File: config.mk
export PLATFORM = sky130hd
export DESIGN_NAME = mag_sqrt_feeder
export DESIGN_NICKNAME = d
export VERILOG_FILES = /design/src/rtl/mag_sqrt_feeder.sv
export SDC_FILE = /design/constraint.sdc
export NUM_CORES = 2
export LEC_CHECK = 0
export BUFFER_PORTS_ARGS = -buffer_cell sky130_fd_sc_hd__clkbuf_2
export CORE_MARGIN = 3
export CORE_UTILIZATION = 65
export DETAILED_ROUTE_END_ITERATION = 8
export PLACE_DENSITY_LB_ADDON = 0.15
export SYNTH_ARGS = -nofsm -noshare
export SYNTH_HDL_FRONTEND = slang
export SYNTH_SLANG_ARGS = --single-unit
File: constraint.sdc
create_clock -name clk -period 19.2 [get_ports clk]
set_clock_uncertainty 0.2 [all_clocks]
set_input_delay 0.96 -clock clk [delete_from_list [all_inputs] [get_ports clk]]
set_output_delay 0.96 -clock clk [all_outputs]
set_load 0.03 [all_outputs]
File: src/rtl/mag_sqrt_feeder.sv
// mag_sqrt_feeder: front end of the float square-root stage in the FFT
// magnitude path. Walks the bin RAM and forms re^2+im^2 as an integer.
// Each sum goes to the sqrt unit as an IEEE-754 single (exact up to 24
// significant bits, truncated beyond that). Every returned magnitude is
// written to the magnitude buffer.
//
// Ports:
//   clk, n_reset          rising-edge clock, synchronous active-low reset
//   go / busy / frame_done frame control and status
//   bin_addr, bin_re/im   bin RAM read port (data one cycle after address)
//   sqrt_start/arg/result/done  handshake with the sqrt unit (done = idle)
//   mag_we/addr/data      magnitude buffer write port
//   err_timeout           sticky sqrt-timeout flag, cleared by accepted go
module mag_sqrt_feeder #(
  parameter int W       = 16,
  parameter int ADDR_W  = 6,
  parameter int TIMEOUT = 1023
) (
  input  logic              clk,
  input  logic              n_reset,
  input  logic              go,
  output logic              busy,
  output logic              frame_done,
  output logic [ADDR_W-1:0] bin_addr,
  input  logic [W-1:0]      bin_re,
  input  logic [W-1:0]      bin_im,
  output logic              sqrt_start,
  output logic [31:0]       sqrt_arg,
  input  logic [31:0]       sqrt_result,
  input  logic              sqrt_done,
  output logic              mag_we,
  output logic [ADDR_W-1:0] mag_addr,
  output logic [31:0]       mag_data,
  output logic              err_timeout
);

  localparam int SW = 2 * W;                 // width of re^2+im^2
  localparam int NW = (SW > 24) ? SW : 24;   // normalisation width
  localparam int PW = $clog2(SW);
  localparam int CW = $clog2(TIMEOUT + 1);
  localparam logic [31:0] QNAN = 32'h7FC0_0000;

  typedef enum logic [3:0] {
    IDLE, FETCH, LATCH, SQUARE, CONVERT, START, WAIT_LOW, WAIT_HIGH, WRITE, NEXT
  } state_t;

  state_t state, state_next;

  logic [ADDR_W-1:0] idx;
  logic signed [W-1:0] re_q, im_q;
  logic signed [SW-1:0] re_sq, im_sq;
  logic [SW-1:0] sq;
  logic [CW-1:0] wcnt;
  logic tmo, in_wait, timeout_hit, last_bin;
  logic [PW-1:0] msb;
  logic [NW-1:0] shifted;
  logic [7:0]  expo;
  logic [22:0] mant;
  logic [31:0] conv;

  // Squares of sign-extended operands; both are non-negative and fit in SW
  // bits as signed, and their sum (max 2^(SW-1)) fits as unsigned.
  assign re_sq = $signed({{W{re_q[W-1]}}, re_q}) * $signed({{W{re_q[W-1]}}, re_q});
  assign im_sq = $signed({{W{im_q[W-1]}}, im_q}) * $signed({{W{im_q[W-1]}}, im_q});

  // Integer -> float: locate the leading one, shift it to the top, and take
  // the 23 bits below it (zero-filled from below, low bits dropped above).
  always_comb begin
    msb = '0;
    for (int i = 0; i < SW; i++)
      if (sq[i]) msb = PW'(i);
    shifted = NW'(sq) << (NW - 1 - int'(msb));
    mant    = 23'(shifted >> (NW - 24));
    expo    = 8'd127 + 8'(msb);
    conv    = {1'b0, expo, mant};
  end

  assign last_bin = (idx == {ADDR_W{1'b1}});
  assign in_wait  = (state == START) || (state == WAIT_LOW) || (state == WAIT_HIGH);
  assign tmo      = (wcnt == CW'(TIMEOUT - 1));

  always_comb begin
    state_next  = state;
    timeout_hit = 1'b0;
    case (state)
      IDLE:      if (go) state_next = FETCH;
      FETCH:     state_next = LATCH;
      LATCH:     state_next = SQUARE;
      SQUARE:    state_next = CONVERT;
      CONVERT:   state_next = (sq == '0) ? WRITE : START;
      START:     if (sqrt_done) state_next = WAIT_LOW;
                 else if (tmo) begin state_next = WRITE; timeout_hit = 1'b1; end
      WAIT_LOW:  if (!sqrt_done) state_next = WAIT_HIGH;
                 else if (tmo) begin state_next = WRITE; timeout_hit = 1'b1; end
      WAIT_HIGH: if (sqrt_done) state_next = WRITE;
                 else if (tmo) begin state_next = WRITE; timeout_hit = 1'b1; end
      WRITE:     state_next = NEXT;
      NEXT:      state_next = last_bin ? IDLE : FETCH;
      default:   state_next = IDLE;
    endcase
  end

  always_ff @(posedge clk) begin
    if (!n_reset) begin
      state       <= IDLE;
      idx         <= '0;
      re_q        <= '0;
      im_q        <= '0;
      sq          <= '0;
      wcnt        <= '0;
      sqrt_arg    <= '0;
      mag_data    <= '0;
      err_timeout <= 1'b0;
    end else begin
      state <= state_next;
      // Wait counter restarts whenever the state changes, so it is fresh on
      // entry to each of the three sqrt wait states.
      if (state_next != state) wcnt <= '0;
      else if (in_wait && !tmo) wcnt <= wcnt + 1'b1;

      if (timeout_hit) begin
        err_timeout <= 1'b1;
        mag_data    <= QNAN;
      end

      case (state)
        IDLE:    if (go) begin idx <= '0; err_timeout <= 1'b0; end
        LATCH:   begin re_q <= $signed(bin_re); im_q <= $signed(bin_im); end
        SQUARE:  sq <= $unsigned(re_sq) + $unsigned(im_sq);
        CONVERT: if (sq == '0) mag_data <= '0;
                 else sqrt_arg <= conv;
        WAIT_HIGH: if (sqrt_done) mag_data <= sqrt_result;
        NEXT:    if (!last_bin) idx <= idx + 1'b1;
        default: ;
      endcase
    end
  end

  assign busy       = (state != IDLE);
  assign bin_addr   = idx;
  assign mag_addr   = idx;
  assign mag_we     = (state == WRITE);
  assign frame_done = (state == NEXT) && last_bin;
  assign sqrt_start = (state == START) && sqrt_done;

endmodule

======== After elaboration in Yosys (flattened, before gate mapping) ========
Index checks and enable logic that the tools add are counted.
word-level totals
  register bits after elaboration ......... 148
  input bits .............................. 68
  output and inout bits ................... 81
operators by class
  add/subtract/negate cells ............... 5
  multipliers ............................. 2
  equality and inequality tests ........... 14
  shifts and indexed selects .............. 1
  multiplexer cells ....................... 53
  bitwise operators ....................... 2
  reductions and logical operators ........ 14
operator list
  operator                                              count
  2-to-1 mux 5 bit                                      29
  2-to-1 mux 32 bit                                     3
  multiplier 16 x 16 -> 32 bit                          2
  one-hot mux 32 bit (2 select lines)                   1
  one-hot mux 4 bit (10 select lines)                   1
  adder 32 bit                                          1
  logical NOT 32 bit                                    1
  << shifter 32 x 32 -> 31 bit                          1
  2-to-1 mux 4 bit                                      6
  equality test 4 x 3 -> 1 bit (second input constant)  4
  2-to-1 mux 6 bit                                      2
  one-hot mux 6 bit (2 select lines)                    1
  adder 10 x 1 -> 10 bit (second input constant)        1
  equality test 10 bit (second input constant)          1
  adder 7 x 5 -> 8 bit (first input constant)           1
  equality test 4 x 2 -> 1 bit (second input constant)  2
  equality test 4 bit (second input constant)           2
  2-to-1 mux 1 bit                                      8
  adder 6 x 1 -> 6 bit (second input constant)          1
  equality test 6 bit (second input constant)           1
  subtractor 5 x 5 -> 6 bit (first input constant)      1
  equality test 4 x 1 -> 1 bit (second input constant)  1
  logical NOT 4 bit                                     1
  != test 2 bit (second input constant)                 2
  other kinds (12)                                      17

======== Depth between registers and ports, before layout ========
  depth after elaboration ................. 33
  mapped depth ............................ 29
  gate-level depth less buffers ........... 28

======== Worst setup path before layout ========
No wires, ideal clock.
  kind .................................... reg-to-reg
  from .................................... register im_q[15]
  to ...................................... register sq[31]
  library setup time ...................... 0.074 ns
  data arrival time ....................... 7.201 ns
  path slack .............................. 11.724 ns
  cell stages (with the launch flop) ...... 27
  path buffers ............................ 2
  clock period less this slack ............ 7.476 ns
  cells stage by stage .................... dfxtp_1 > clkbuf_1 > clkbuf_1 > nand2_1 > fa_1 > inv_1 > fa_1 > inv_1 > fa_1 > inv_1 > fa_1 > fa_1 > fa_1 > fa_1 > inv_1 > fa_1 > inv_1 > ha_1 > a21o_1 > a21o_1 > a21o_1 > a21oi_1 > o211ai_1 > a21oi_1 > nor2b_1 > nand3b_1 > a31oi_1
on the way
  cells in the longest elaborated chain, start to end .. 2
RTL lines
  item                          RTL line  text
  start: declaration            50        logic signed [W-1:0] re_q, im_q;
  start signal: assignment      128       LATCH: begin re_q <= $signed(bin_re); im_q <= $signed(bin_im); end
  multiplier 16 x 16 -> 32 bit  64        assign im_sq = $signed({{W{im_q[W-1]}}, im_q}) * $signed({{W{im_q[W-1]}}, im_q});
  adder 32 bit                  129       SQUARE: sq <= $unsigned(re_sq) + $unsigned(im_sq);
  end signal: assignment        129
  end: declaration              52        logic [SW-1:0] sq;
No other way between the ends.
A chain may end at the register's enable or synchronous reset.

======== Worst setup path after layout ========
  from .................................... register im_q[15]
  to ...................................... register sq[30]
Same word-level chain as after synthesis.

==> out/metrics.cfg <==
[synthesis]
avgSynthCellArea_um2=8.86
synth_edf_count=0
netlist_area_um2=25900
synthCells=2921
ys_seq_elements=148
yosys.cell_types.count=87
postSynth.asyncResetShare=0
ys_seq_area_frac=0.114
ys.flop_type=dfxtp_1
ys_warn_count=0

[clocking]
clk_pin_slew_ns=0.07
clk_path_buf_depth=2
numCtsBuffers=17
clkSinkCount=148
tritoncts=yes
htreeDepth=4
cts_root_buf=clkbuf_16
cts_resized=0
cts_hold_buffers=0
clk_latency_ns=0.48
cts_setup_buffers=0

[floorplan]
die_w_um=206
ios=149
die_area_um2=42200
core_area_um2=39000
die_h_um=206
initial_core_util=0.663
std_cell_rows=72

[sta]
worst_slack_ns=10.88
tns_ns=0
final-setup-viol-count=0
rsz0062_at_grt=no
min_period_ns=8.32
finalCritPeriodShare=0.433
worst_pin_slew_ns=1.31
slew_headroom=0.129
hold_violations=0
worst_hold_slack_ns=0.256
fmax_ghz=0.120
final_max_slew_viol_count=0

[layout]
areaGrowthSynthToFinish_pct=6.01
layout.nets=3715
antenna_cells=0
fin_area_um2=27400
drive_gt1_frac=0.0840
stdcell_count=3505

[pwr]
leakage_nw=13.6
power_density_nw_per_um2=48.9
peakVddDrop_uv=72.0

[min_path]
hold_path.class=flop to flop
hold-path-endpoint=sqrt_arg[6]$_SDFFE_PN0P_
hold_depth=2
worstHoldStart=sqrt_arg[6]$_SDFFE_PN0P_

[worst_setup_path]
r2r-end=sq[30]$_SDFFE_PN0P_
worstSetupEndpointType=flop
reg2reg_depth=25
cp.arrival_ns=8.48
worstReg2RegStart=im_q[15]$_SDFFE_PN0P_
critPathKind=flop to flop
required_ns=19.36
crit_path_max_fanout=32
reg2reg_setup_slack_ns=10.88
crit_path_start_kind=flop

[place]
placed_cell_area_um2=26800
dp.cells=3473
dp.final_hpwl_um=52100
io_buffer_count=147
gp_congestion=0.953
pre_cts_ws_ns=10.97

[run_status]
status=finished clean

[routing]
route.antenna.remaining_nets=0
vias_per_cell=5.63
drt_iter0_drc=1205
drc=0
drt_first_pass_iters=5
drt-total-wl_um=64200
dr_total_vias=19700
wl_per_cell_um=18.3

[job]
cap_viol_max_count=0

[global_routing]
grt_max_degree=67
grt_pass1_vias=21000
antenna_found_initial=1
grt_pass1_wl_um=106000
overflow=0
grt_util_all_layers=0.320

-- worst max-delay path by stage --
stage                                     start                  end  depth (start not counted)
after floorplan           im_q[15]$_SDFFE_PN0P_  sq[31]$_SDFFE_PN0P_                         26
after CTS                 im_q[15]$_SDFFE_PN0P_  sq[30]$_SDFFE_PN0P_                         25
after global placement    im_q[15]$_SDFFE_PN0P_  sq[30]$_SDFFE_PN0P_                         25
final                     im_q[15]$_SDFFE_PN0P_  sq[30]$_SDFFE_PN0P_                         25
after global routing      re_q[15]$_SDFFE_PN0P_  sq[31]$_SDFFE_PN0P_                         24
after detailed placement  im_q[15]$_SDFFE_PN0P_  sq[30]$_SDFFE_PN0P_                         25
-- per-layer routing --
metal,up-vias,GRT usage,part of all wire
met3,121,0.0740,0.072
li1,9046,-,-
met2,656,0.528,0.48
met5,-,0,0.00020
met1,9898,0.419,0.41
met4,2,0.111,0.034
-- cells by family after synthesis --
| group | synth area share |
|---|---|
| muxes | 0.0304 |
| and+or+nand+nor | 0.140 |
| adders and majority gates | 0.477 |
| DFF | 0.114 |
| xor gates and xnor gates | 0.0223 |
| buffers and inverters | 0.126 |
| AOI/OAI and AO/OA | 0.0893 |
| other | 0.000145 |
-- area by class of cell --
type	count	area, um^2
Fill cell	3079	11600
Timing Repair Buffer	173	931
Multi-Input combinational cell	1942	19700
Tap cell	518	648
Clock inverter	15	163
Inverter	692	2600
Sequential cell	148	2960
Clock buffer	17	425
-- worst max-delay path, stage by stage, from the launching register on --
cell	delay, ns
dfxtp_1	0.31
buf_4	0.33
nand2_1	0.54
inv_1	0.51
fa_1	0.51
fa_1	0.51
inv_1	0.05
fa_1	0.47
inv_1	0.05
fa_1	0.48
fa_1	0.57
fa_1	0.43
fa_1	0.50
inv_1	0.07
fa_1	0.50
inv_1	0.05
ha_1	0.35
and3_1	0.24
nand3_1	0.10
nor3_1	0.05
o31ai_1	0.47
nand2_1	0.10
nand4_1	0.16
a31oi_1	0.14
and4_1	0.23
o31a_1	0.28
-- Yosys cell counts (5+ instances only) --
cell,instances,area [um^2]
xor2_1,17,149
and3_1,17,106
a211oi_1,9,67.6
o31ai_1,6,45.0
a21o_1,14,105
buf_2,11,55.1
nor4_1,9,56.3
o21ai_1,5,25.0
o31a_1,5,43.8
nand3_1,54,270
and2_1,102,638
nand3b_1,25,188
or2_2,6,37.5
nand2b_1,16,100
clkbuf_1,107,402
o21a_1,16,120
o211ai_1,5,37.5
nor3_1,21,105
o21bai_1,5,37.5
nand4_1,11,68.8
mux2i_1,67,671
a211o_1,6,52.6
xnor2_1,49,429
a31o_2,5,43.8
inv_1,689,2590
dfxtp_1,148,2960
a31oi_1,11,68.8
o22ai_1,8,50.1
nor2_1,110,413
a21oi_1,165,826
ha_1,149,1860
nor2b_1,24,150
buf_4,13,97.6
mux2_2,9,101
fa_1,524,10500
nand2_1,338,1270
o21ai_0,55,275
-- cell usage in the layout, fill, tap and decap left out, drive strengths merged, types with 16 or more instances in the layout --
cell / Yosys / final
clkbuf: 108 / 164
o21a: 16 / 16
mux2i: 67 / 67
xor2: 17 / 17
nand2: 338 / 338
and2: 102 / 102
xnor2: 49 / 49
nor2: 110 / 110
nand3: 54 / 54
nor3: 21 / 21
nand3b: 25 / 25
o21ai: 60 / 60
fa: 524 / 524
and3: 17 / 17
ha: 149 / 149
nor2b: 24 / 24
buf: 32 / 26
nand2b: 17 / 17
a21oi: 165 / 165
dfxtp: 148 / 148
inv: 691 / 700
-- state kept, by name (all words and copies together), names as in the netlist --
| register | cells |
|---|---|
| im_q | 16 |
| sqrt_arg | 31 |
| wcnt | 10 |
| bin_addr | 6 |
| state | 4 |
| sq | 32 |
| re_q | 16 |
| err_timeout | 1 |
| mag_data | 32 |
-- power breakdown --
part,internal [W],switching [W]
logic,0.000246,0.000398
registers,0.000317,0.0000363
clock network,0.000174,0.000171
-- metrics by stage --
step / util / power, W
after floorplan: - / 0.000834
after global placement: 0.688 / 0.000979
after detailed placement: 0.688 / 0.000992
after CTS: 0.703 / 0.00134
after global routing: 0.703 / 0.00143
final: 0.703 / 0.00134
Note: power is estimated with default switching activity, not from simulation.
